<file path="src/rtl/valu_strip_sequencer.sv">
// Strip-mines one vector ALU command over len chunks: read op1, read op2, execute, write back.
// Optional saturating WR-cycle counter on perf_chunks when VALU_SEQ_PERF_CNT_EN is defined.
module valu_strip_sequencer #(
    parameter int DATA_WIDTH    = 8,
    parameter int LANES         = 8,
    parameter int SELECTOR_SIZE = 4,
    parameter int ADDR_WIDTH    = 8,
    parameter int LEN_WIDTH     = 8
) (
    input  logic                          clk,
    input  logic                          rst,
    input  logic                          cmd_valid,
    output logic                          cmd_ready,
    input  logic [SELECTOR_SIZE-1:0]      cmd_sel,
    input  logic [ADDR_WIDTH-1:0]         cmd_src1,
    input  logic [ADDR_WIDTH-1:0]         cmd_src2,
    input  logic [ADDR_WIDTH-1:0]         cmd_dst,
    input  logic [LEN_WIDTH-1:0]          cmd_len,
    output logic                          mem_rd,
    output logic                          mem_wr,
    output logic [ADDR_WIDTH-1:0]         mem_addr,
    output logic [LANES*DATA_WIDTH-1:0]   mem_wdata,
    input  logic [LANES*DATA_WIDTH-1:0]   mem_rdata,
    output logic [SELECTOR_SIZE-1:0]      alu_sel,
    output logic [LANES*DATA_WIDTH-1:0]   alu_op1,
    output logic [LANES*DATA_WIDTH-1:0]   alu_op2,
    input  logic [LANES*DATA_WIDTH-1:0]   alu_out,
    output logic                          busy,
    output logic                          done
`ifdef VALU_SEQ_PERF_CNT_EN
    ,
    output logic [31:0]                   perf_chunks
`endif
);

    localparam int VW = LANES * DATA_WIDTH;

    typedef enum logic [2:0] {IDLE, RD_A, RD_B, EXEC, WR, DONE} state_e;

    state_e                   state_q, state_d;
    logic [SELECTOR_SIZE-1:0] sel_q, sel_d;
    logic [ADDR_WIDTH-1:0]    src1_q, src1_d;
    logic [ADDR_WIDTH-1:0]    src2_q, src2_d;
    logic [ADDR_WIDTH-1:0]    dst_q, dst_d;
    logic [LEN_WIDTH-1:0]     len_q, len_d;
    logic [LEN_WIDTH-1:0]     chunkIdx_q, chunkIdx_d;
    logic [VW-1:0]            op1_q, op1_d;
    logic [VW-1:0]            op2_q, op2_d;

    always_ff @(posedge clk) begin
        if (rst) begin
            state_q    <= IDLE;
            sel_q      <= '0;
            src1_q     <= '0;
            src2_q     <= '0;
            dst_q      <= '0;
            len_q      <= '0;
            chunkIdx_q <= '0;
            op1_q      <= '0;
            op2_q      <= '0;
        end else begin
            state_q    <= state_d;
            sel_q      <= sel_d;
            src1_q     <= src1_d;
            src2_q     <= src2_d;
            dst_q      <= dst_d;
            len_q      <= len_d;
            chunkIdx_q <= chunkIdx_d;
            op1_q      <= op1_d;
            op2_q      <= op2_d;
        end
    end

    // Addresses wrap modulo 2^ADDR_WIDTH; the chunk index is truncated to address width.
    always_comb begin
        state_d    = state_q;
        sel_d      = sel_q;
        src1_d     = src1_q;
        src2_d     = src2_q;
        dst_d      = dst_q;
        len_d      = len_q;
        chunkIdx_d = chunkIdx_q;
        op1_d      = op1_q;
        op2_d      = op2_q;
        cmd_ready  = 1'b0;
        busy       = 1'b1;
        done       = 1'b0;
        mem_rd     = 1'b0;
        mem_wr     = 1'b0;
        mem_addr   = '0;
        mem_wdata  = '0;
        alu_sel    = sel_q;
        case (state_q)
            IDLE: begin
                cmd_ready = 1'b1;
                busy      = 1'b0;
                alu_sel   = '0;
                if (cmd_valid) begin
                    sel_d      = cmd_sel;
                    src1_d     = cmd_src1;
                    src2_d     = cmd_src2;
                    dst_d      = cmd_dst;
                    len_d      = cmd_len;
                    chunkIdx_d = '0;
                    state_d    = (cmd_len == '0) ? DONE : RD_A;
                end
            end
            RD_A: begin
                mem_rd   = 1'b1;
                mem_addr = src1_q + ADDR_WIDTH'(chunkIdx_q);
                state_d  = RD_B;
            end
            RD_B: begin
                mem_rd   = 1'b1;
                mem_addr = src2_q + ADDR_WIDTH'(chunkIdx_q);
                op1_d    = mem_rdata;
                state_d  = EXEC;
            end
            EXEC: begin
                op2_d   = mem_rdata;
                state_d = WR;
            end
            WR: begin
                mem_wr    = 1'b1;
                mem_addr  = dst_q + ADDR_WIDTH'(chunkIdx_q);
                mem_wdata = alu_out;
                if (chunkIdx_q == len_q - LEN_WIDTH'(1)) begin
                    state_d = DONE;
                end else begin
                    chunkIdx_d = chunkIdx_q + LEN_WIDTH'(1);
                    state_d    = RD_A;
                end
            end
            DONE: begin
                done    = 1'b1;
                state_d = IDLE;
            end
            default: state_d = IDLE;
        endcase
    end

    assign alu_op1 = op1_q;
    assign alu_op2 = op2_q;

`ifdef VALU_SEQ_PERF_CNT_EN
    logic [31:0] perfCnt_q, perfCnt_d;

    always_comb begin
        perfCnt_d = perfCnt_q;
        if (state_q == WR && perfCnt_q != '1) begin
            perfCnt_d = perfCnt_q + 32'd1;
        end
    end

    always_ff @(posedge clk) begin
        if (rst) begin
            perfCnt_q <= '0;
        end else begin
            perfCnt_q <= perfCnt_d;
        end
    end

    assign perf_chunks = perfCnt_q;
`endif

endmodule
</file>
<file path="config.mk">
export PLATFORM = sky130hd
export DESIGN_NAME = valu_strip_sequencer
export DESIGN_NICKNAME = d
export VERILOG_FILES = /design/src/rtl/valu_strip_sequencer.sv
export SDC_FILE = /design/constraint.sdc
export NUM_CORES = 1
export LEC_CHECK = 0
export CAP_MARGIN = 20
export CORE_UTILIZATION = 30
export CTS_CLUSTER_SIZE = 10
export DETAILED_ROUTE_END_ITERATION = 10
export HOLD_SLACK_MARGIN = 0.02
export SLEW_MARGIN = 20
export SYNTH_ARGS = -nofsm -noshare
export SYNTH_HDL_FRONTEND = slang
export SYNTH_SLANG_ARGS = --single-unit
</file>
<file path="constraint.sdc">
create_clock -name clk -period 3.8 [get_ports clk]
set_input_delay 0.57 -clock clk [delete_from_list [all_inputs] [get_ports clk]]
set_output_delay 0.57 -clock clk [all_outputs]
set_load 0.01 [all_outputs]
</file>
==> qor.yml <==
ff2ff_path_depth: 8
tightestPinTransition_ns: 0.877
synth_top_area_cell: "dfxtp_1"
placedCellCount: 1610
cts_tree: "built"
crit_arrival_ns: 3.04
ir_drop_mv: 0.310
yosysMostFrequentCell: "nand2_1"
clockRootBuffer: "clkbuf_16"
die_area_um2: 25200
crit_fanout: 9
netlist_area_um2: 7360
hold_path_class: "flop to flop"
crit_chain: "nor3b_4 > buf_4 > buf_6 > a22oi_1 > nand2_1 > ha_1 > inv_1 > fa_2 > nor2b_2 > o21ai_2 > nand2b_1 > a21o_1 > a21oi_1 > xor2_1 > nor2_1 > clkdlybuf4s15_1"
startpoint_type: "flop"
start_util: 0.310
grtUsageTotal: 0.220
period_needed_ns: 3.61
finalNonFillerCells: 1645
num_io_pins: 376
path_class: "flop to primary output"
syn2layout_area_growth_pct: 63.4
finalCritPeriodShare: 0.949
syn_inst: 972
avgSynthCellArea_um2: 7.57
die_height_um: 159
status: "finished clean"
fmax_mhz: 277
crit_cells: 16
grt.overflow.total: 0
vias: 7853
worstHoldPathCells: 2
ys_top_cells_by_count: "351 x nand2_1, 175 x dfxtp_1, 172 x a21oi_1"
gp_congestion: 0.839
drtPass1Iterations: 4
synth_flop_cell: "dfxtp_1"
yosysWarnings: 0
end_kind: "primary output"
ys_seq_elements: 175
syn-num-nets: 1149
finClkSkew_ns: 0.0214
powerDensity_nw_per_um2: 385
cp_slowest_cell: "dfxtp_2"
relSlewSlack: 0.415
grt_pass1_vias: 7285
cap_violations: 0
path_delay_family: "simple AND/OR/NAND/NOR gates"
async_flop_share: 0
dp_slack_ns: 0.0476
clock_path_buffers: 2
nets: 1489
finalSetupViolations: 0
via_per_inst: 4.77
crit_buf_inv: 4
synth_top_cell_area_share: 0.476
power_leakage_nw: 4.53
hpwl_um: 20300
final_core_util: 0.506
cts_buffers: 17
htreeDepth: 4
rsz0062_at_grt: "false"
required_ns: 3.23
port_buffers: 375
fin_setup_tns_ns: 0
antenna_left: 0
finalWirelength_um: 28600
ys_types: 46
wl_per_cell_um: 17.4
path_clk_slew_ns: 0.07
antenna_found_initial: 0
synth_area_leaders: "dfxtp_1 48%, nand2_1 18%, a21oi_1 12%"
slowest_delay_ns: 0.36
finalMaxSlewViolations: 0
hold_violations: 0
die_w_um: 159
drt_iter0_drc: 452
worst_slack_ns: 0.194
placementRows: 56
clock_latency_ns: 0.43
ys_seq_area_frac: 0.476
grt_max_degree: 81
drive_gt1_frac: 0.0536
grt_pass1_wl_um: 41400
cts.sinks: 175
drc_errors: 0
p_total_mw: 4.63
synth_edf_count: 0
core_area_um2: 23800
==> timing repair <==
item,in CTS,in global routing
cloned,0,0
buffers inserted,1,1
setup endpoints to repair,4,4
gates resized for setup,8,11
hold buffers,0,0
pin swaps,1,2
endpoints found under the hold margin,0,0
==> flip-flops by register name, indices dropped and copies added (netlist names) <==
| name | cells |
|---|---|
| sel_q | 4 |
| len_q | 8 |
| dst_q | 8 |
| src2_q | 8 |
| alu_op2 | 64 |
| chunkIdx_q | 8 |
| src1_q | 8 |
| alu_op1 | 64 |
| state_q | 3 |
==> stage by stage <==
stage	hold slack (ns)	instance area [um2]
floorplan	0.432	7360
global placement	0.440	11400
detailed placement	0.443	11400
CTS	0.455	12000
global route	0.472	12000
finish	0.454	12000
==> worst min-delay path, stage by stage (launching register included) <==
cell and delay [ns]:
dfxtp_1 0.31, nand2_1 0.05, a21oi_1 0.05
==> cell usage in the layout (no fill, tap or decap), drive strengths merged, types with 3 or more instances in the layout <==
cell type | netlist | routed
a21oi | 172 | 172
a22oi | 6 | 6
and2 | 4 | 4
and3 | 66 | 66
buf | 14 | 21
clkbuf | 60 | 19
clkdlybuf4s50 | 0 | 370
clkinv | 0 | 3
dfxtp | 175 | 175
ha | 9 | 9
inv | 7 | 15
nand2 | 351 | 351
nand2b | 5 | 5
nand3 | 3 | 3
nand3b | 3 | 3
nand4 | 4 | 4
nor2 | 21 | 21
nor2b | 10 | 10
nor3 | 7 | 7
nor4 | 4 | 4
o211ai | 3 | 3
o21ai | 5 | 5
or4 | 3 | 3
xnor2 | 11 | 11
xor2 | 9 | 9
==> logic make-up (layout without fill, tap and decap cells) <==
group / count (synthesis) / in the layout / share of synthesized area
flops: 175 / 175 / 0.476
mux: 2 / 2 / 0.00272
simple gates: 488 / 488 / 0.294
buf+inv: 81 / 434 / 0.0427
xor+xnor: 20 / 20 / 0.0238
compound gates: 196 / 196 / 0.143
fa+ha+maj: 10 / 10 / 0.0180
other cells: 0 / 1 / 0
==> final cells by class <==
cell class,instances,area (um2)
diodes,1,2.50
clock buffers,18,429
clock inverters,14,161
fillers,2293,11700
inverters,7,26.3
multi-input cells,716,3580
flip-flops and latches,175,3510
well taps,319,399
repair buffers,395,3920
==> metal layers <==
layer  share of wire  GRT usage  wire (um)
met5               0          0          0
met4           0.035     0.0975        999
met3           0.085     0.0735       2430
met2            0.46      0.355      13200
met1            0.42      0.264      12000
==> worst paths after layout <==
check / startpoint / endpoint / slack, ns
worst max-delay path: state_q[1] / mem_addr[6] / 0.19
worst min-delay path: alu_op2[20] / alu_op2[20] / 0.45
worst max register to register: len_q[0] / state_q[2] / 1.21
worst min register to register: alu_op2[20] / alu_op2[20] / 0.45
==> report_power, final <==
group	total (mW)	switching, mW	internal, mW
logic	0.865	0.445	0.420
clock network	1.78	0.843	0.941
registers	1.99	0.0568	1.93
total	4.63	1.34	3.29
(Power assumes the default switching activity.)
